**src/rtl/if_fetch_ctrl.sv**
```systemverilog
// Fetch-stage controller: paces the PC register against a req/gnt/rvalid
// instruction memory with one fetch in flight at a time. Redirects from
// execute are buffered while a fetch is outstanding. A stalled fetch ends in
// HALT with a sticky error.
module if_fetch_ctrl #(
    parameter logic [31:0] NOP_INSTR      = 32'h0000_0013,
    parameter int unsigned TIMEOUT_CYCLES = 16,
    localparam int unsigned XLEN          = 32
) (
    input  logic            clk,
    input  logic            rst,
    input  logic [XLEN-1:0] PCF,
    input  logic            PCSrcE,
    input  logic [XLEN-1:0] PCTargetE,
    input  logic            StallD,
    output logic            imem_req,
    output logic [XLEN-1:0] imem_addr,
    input  logic            imem_gnt,
    input  logic            imem_rvalid,
    input  logic [XLEN-1:0] imem_rdata,
    output logic            StallF,
    output logic            PCSrcF,
    output logic [XLEN-1:0] PCTargetF,
    output logic [XLEN-1:0] InstrF,
    output logic            InstrValidF,
    output logic            fetch_err
);

    localparam int unsigned CNT_W = $clog2(TIMEOUT_CYCLES + 1);

    typedef enum logic [2:0] {
        IDLE  = 3'd0,
        REQ   = 3'd1,
        WAIT  = 3'd2,
        HOLD  = 3'd3,
        REDIR = 3'd4,
        HALT  = 3'd5
    } state_e;

    state_e            state_q, state_d;
    logic              redir_pend_q, redir_pend_d;
    logic [XLEN-1:0]   redir_tgt_q, redir_tgt_d;
    logic [XLEN-1:0]   instr_buf_q, instr_buf_d;
    logic [CNT_W-1:0]  tmo_cnt_q, tmo_cnt_d;
    logic              fetch_err_q, fetch_err_d;
    logic              tmo_last;

    // The memory always sees the live PC; the PC register is held while a
    // request is waiting for its grant, so the address cannot move under it.
    assign imem_addr = PCF;
    assign fetch_err = fetch_err_q;

    // One more idle cycle in REQ/WAIT would reach the timeout limit.
    assign tmo_last = (tmo_cnt_q == CNT_W'(TIMEOUT_CYCLES - 1));

    // Next-state, redirect buffering, timeout tracking and PC-side controls.
    always_comb begin
        state_d      = state_q;
        redir_pend_d = redir_pend_q;
        redir_tgt_d  = redir_tgt_q;
        instr_buf_d  = instr_buf_q;
        tmo_cnt_d    = '0;
        fetch_err_d  = fetch_err_q;
        imem_req     = 1'b0;
        StallF       = 1'b1;
        PCSrcF       = 1'b0;
        PCTargetF    = redir_tgt_q;
        InstrValidF  = 1'b0;
        InstrF       = NOP_INSTR;

        // Redirects seen while a fetch is being set up or is in flight are
        // parked here; the newest one wins.
        if (PCSrcE && (state_q inside {IDLE, REQ, WAIT})) begin
            redir_pend_d = 1'b1;
            redir_tgt_d  = PCTargetE;
        end

        unique case (state_q)
            IDLE: begin
                state_d = REQ;
            end

            REQ: begin
                imem_req = 1'b1;
                if (imem_gnt) begin
                    state_d = WAIT;
                end else if (tmo_last) begin
                    state_d     = HALT;
                    fetch_err_d = 1'b1;
                end else begin
                    tmo_cnt_d = tmo_cnt_q + CNT_W'(1);
                end
            end

            WAIT: begin
                if (imem_rvalid) begin
                    // Data fetched down a path that execute has abandoned is dropped.
                    if (redir_pend_q || PCSrcE) begin
                        state_d = REDIR;
                    end else begin
                        instr_buf_d = imem_rdata;
                        state_d     = HOLD;
                    end
                end else if (tmo_last) begin
                    state_d     = HALT;
                    fetch_err_d = 1'b1;
                end else begin
                    tmo_cnt_d = tmo_cnt_q + CNT_W'(1);
                end
            end

            HOLD: begin
                InstrValidF = !PCSrcE && !redir_pend_q;
                if (InstrValidF) begin
                    InstrF = instr_buf_q;
                end
                if (PCSrcE) begin
                    // A live redirect overrides decode back-pressure.
                    StallF       = 1'b0;
                    PCSrcF       = 1'b1;
                    PCTargetF    = PCTargetE;
                    redir_pend_d = 1'b0;
                    instr_buf_d  = NOP_INSTR;
                    state_d      = REQ;
                end else if (redir_pend_q) begin
                    StallF       = 1'b0;
                    PCSrcF       = 1'b1;
                    PCTargetF    = redir_tgt_q;
                    redir_pend_d = 1'b0;
                    instr_buf_d  = NOP_INSTR;
                    state_d      = REQ;
                end else if (!StallD) begin
                    // Decode takes the instruction at this edge; PC moves to PC+4.
                    StallF      = 1'b0;
                    instr_buf_d = NOP_INSTR;
                    state_d     = REQ;
                end
            end

            REDIR: begin
                StallF       = 1'b0;
                PCSrcF       = 1'b1;
                PCTargetF    = PCSrcE ? PCTargetE : redir_tgt_q;
                redir_pend_d = 1'b0;
                state_d      = REQ;
            end

            HALT: begin
                state_d = HALT;
            end

            default: begin
                state_d = IDLE;
            end
        endcase

        // Reset quiets the memory side and freezes the PC in the same cycle.
        if (rst) begin
            imem_req    = 1'b0;
            StallF      = 1'b1;
            PCSrcF      = 1'b0;
            InstrValidF = 1'b0;
            InstrF      = NOP_INSTR;
        end
    end

    // State and datapath registers with synchronous reset.
    always_ff @(posedge clk) begin
        if (rst) begin
            state_q      <= IDLE;
            redir_pend_q <= 1'b0;
            redir_tgt_q  <= '0;
            instr_buf_q  <= NOP_INSTR;
            tmo_cnt_q    <= '0;
            fetch_err_q  <= 1'b0;
        end else begin
            state_q      <= state_d;
            redir_pend_q <= redir_pend_d;
            redir_tgt_q  <= redir_tgt_d;
            instr_buf_q  <= instr_buf_d;
            tmo_cnt_q    <= tmo_cnt_d;
            fetch_err_q  <= fetch_err_d;
        end
    end

    // Structural invariants of the handshake and PC controls.
    a_req_holds_pc: assert property (@(posedge clk) disable iff (rst)
        imem_req |-> StallF);
    a_redirect_moves_pc: assert property (@(posedge clk) disable iff (rst)
        PCSrcF |-> !StallF);
    a_valid_only_in_hold: assert property (@(posedge clk) disable iff (rst)
        InstrValidF |-> (state_q == HOLD));
    a_err_means_halt: assert property (@(posedge clk) disable iff (rst)
        fetch_err_q |-> (state_q == HALT));
    a_addr_stable: assert property (@(posedge clk) disable iff (rst)
        (imem_req && !imem_gnt) |=> (imem_addr == $past(imem_addr)));

endmodule

```
**config.mk**
```make
export PLATFORM = sky130hd
export DESIGN_NAME = if_fetch_ctrl
export DESIGN_NICKNAME = d
export VERILOG_FILES = /design/src/rtl/if_fetch_ctrl.sv
export SDC_FILE = /design/constraint.sdc
export NUM_CORES = 1
export LEC_CHECK = 0
export ABC_CLOCK_PERIOD_IN_PS = 2350
export CELL_PAD_IN_SITES_DETAIL_PLACEMENT = 1
export CELL_PAD_IN_SITES_GLOBAL_PLACEMENT = 1
export CORE_MARGIN = 2
export CORE_UTILIZATION = 28
export CTS_CLUSTER_DIAMETER = 120
export DETAILED_ROUTE_END_ITERATION = 7
export GPL_TIMING_DRIVEN = 0
export PLACE_DENSITY_LB_ADDON = 0.15
export SYNTH_ARGS = -nofsm -noshare
export SYNTH_HDL_FRONTEND = slang
export SYNTH_SLANG_ARGS = --single-unit
```
**constraint.sdc**
```tcl
create_clock -name clk -period 2.35 [get_ports clk]
set_input_delay 0.47 -clock clk [delete_from_list [all_inputs] [get_ports clk]]
set_output_delay 0.47 -clock clk [all_outputs]
set_load 0.01 [all_outputs]
```
==> impl_metrics.ini <==
[yosys]
synth_seq_area_share = 0.3850
synth-edff-count = 0
synth_ff_type = dfxtp_1
synth_fp_nets = 562
yosys_warnings = 0
ys_seq_elements = 74
syn_avg_cell_area_um2 = 8.382
synth_area_leaders = dfxtp_1 39%, mux2_2 9.1%, nand3_1 8.3%
postSynthCellCount = 459
synth.most_common_cell = dfxtp_1
synth_cell_types = 41
netlist.area_leader.share = 0.3850
yosys-top-cells-count = 74 x dfxtp_1, 64 x nand3_1, 64 x o21ai_0
async_reset_ff_frac = 0
post-synth-top-area-cell = dfxtp_1
synth_area_um2 = 3847

[sta]
clock_skew_ns = 0.006355
setup_violations = 0
finalHoldViolCount = 0
worstMarginPinSlew_ns = 0.7061
fmax_mhz = 431.2
slew_headroom = 0.5227
rsz0062_at_grt = true
fin_crit_sh = 0.9869
maxSlewViolCount = 0
period_minus_slack_ns = 2.319

[power]
p_per_area_nw_per_um2 = 556.0
power.total_mw = 3.490
irDropWorstVdd_v = 0.0003697
leakage_nw = 2.571

[global_route]
grt_pass1_wl_um = 21800
grt_overflow_total = 0
track_usage = 0.1844
grt_pass1_vias = 4275
grt_max_degree = 20
antenna_found_initial = 0

[critical_path]
end_kind = output port
r2r-start = state_q[1]$_SDFFE_PP0N_
worstPathRequired_ns = 1.88
cp-start-kind = register
worstPathArrival_ns = 1.85
startpoint = state_q[2]$_SDFFE_PP0N_
worstSetupPathType = register to output port
critPathMaxFanout = 6

[finish]
final_cell_area_um2 = 6277
area.growth.synth_to_final_pct = 63.15
fillers = 1588
nNetsFinal = 764
layout-drive-gt1-share = 0.2658
diodes = 0

[route]
vias = 4060
dr.pass1.iters = 4
drt_iter0_markers = 244
avgViaCountPerCell = 4.822
wl_um = 13700
drc = 0
wl_per_cell_um = 16.27
ant_nets = 0

[die]
die_area_um2 = 14690
rows = 42
die_y_um = 121.2
start_util = 0.2882
ios = 203
die_x_um = 121.2
fp.coreArea_um2 = 13350

[job]
maxCapViolCount = 0

[clock_tree]
cts-buffers-inserted = 9
cts_buffer_depth = 2
insertion_delay_ns = 0.33
clk_pin_slew_ns = 0.06
root_buffer = clkbuf_16
cts-htree-levels = 3
cts_tree = done
clock_sinks = 74

[hold_path]
hp-start = fetch_err$_SDFFE_PP0P_
hold_path.class = register to register

[place]
io_buffers = 169
place_congestion = 0.7598
post_dp_cell_area_um2 = 5759
place_hpwl_um = 9743

[status]
status = completed
-- flip-flops by register name, summed over array words and instances, names as in the netlist --
signal	cells
state_q	3
redir_pend_q	1
redir_tgt_q	32
tmo_cnt_q	5
fetch_err	1
instr_buf_q	32
-- power breakdown --
group | switching [mW] | internal (mW) | leakage (nW)
registers | 0.0247 | 1.30 | 0.604
clock network | 0.544 | 1.02 | 0.165
logic | 0.261 | 0.346 | 1.80
-- critical path, cell delays in order, from the launching register on --
cell     delay, ns
dfxtp_2       0.36
and3b_2       0.25
o21ai_4       0.15
buf_12        0.15
buf_4         0.14
mux2_2        0.33
buf_2         0.14
-- layer usage --
| metal | GRT usage | up-vias | share of wire |
|---|---|---|---|
| met1 | 0.2371 | 1953 | 0.43 |
| li1 | - | 1974 | - |
| met3 | 0.03008 | 10 | 0.055 |
| met2 | 0.3185 | 123 | 0.50 |
| met5 | 0 | - | 0 |
| met4 | 0.05172 | 0 | 0.0096 |
-- path summary, 6_finish.rpt --
kind	slack, ns	depth (start not counted)	to
max reg2reg	0.29	6	instr_buf_q[0]$_SDFFE_PP1P_
min reg2reg	0.45	2	fetch_err$_SDFFE_PP0P_
min	0.45	2	fetch_err$_SDFFE_PP0P_
max	0.03	6	PCTargetF[23]
-- kinds of logic after synthesis --
group | Yosys count | synth area share
simple gates | 158 | 0.2355
compound gates | 116 | 0.1694
buf+inv | 76 | 0.1086
flops | 74 | 0.3850
mux | 32 | 0.09366
xor+xnor | 2 | 0.004554
fa+ha+maj | 1 | 0.003252
-- area by class of cell --
cell class                      instances  area, um^2  share of cell area
Buffer                                 70       475.5             0.07574
Tap cell                              176       220.2             0.03508
Sequential cell                        74        1485              0.2366
Timing Repair Buffer                  193        1744              0.2779
Inverter                                4       15.01            0.002392
Clock inverter                          4       72.57             0.01156
Clock buffer                           12       266.5             0.04246
Multi-Input combinational cell        309        1998              0.3183
-- per-stage QoR --
stage               hold slack, ns  worst slack (ns)    util  TNS (ns)  std cells
floorplan                   0.4134            0.3675       -         0        459
global placement            0.4268           -0.8273  0.4315    -48.51        804
detailed placement          0.4451           -0.9254  0.4315    -52.63        804
CTS                         0.4593          -0.01052  0.4607  -0.01052        833
global route                0.4863          -0.03644  0.4703   -0.4417        842
finish                      0.4491           0.03069  0.4703         0        842
-- timing repair --
item / in CTS / in global routing
setup endpoints to repair: 68 / 57
pin swaps: 4 / 2
hold endpoints to repair: 0 / 0
hold buffers: 0 / 0
setup buffers: 13 / 9
gates cloned: 2 / 0
resized for setup: 227 / 26
-- cell usage in the layout (no fill, tap or decap), types with 2 or more instances in the layout --
cell,n
clkdlybuf4s50_1,101
dfxtp_1,71
nand3_1,64
o21ai_0,64
buf_4,54
a21oi_1,36
nand2b_1,34
mux2_2,30
and2_1,30
buf_2,29
clkbuf_1,22
dlygate4sd2_1,15
buf_6,14
clkbuf_16,9
clkdlybuf4s15_1,9
clkbuf_2,7
clkbuf_8,6
nor2_1,6
clkdlybuf4s15_2,6
nand2_1,5
inv_1,4
nor3b_1,3
o211ai_1,3
o32a_1,3
dfxtp_2,3
nor3b_4,2
buf_12,2
bufinv_16,2
Note: power is estimated with default switching activity, not from simulation.
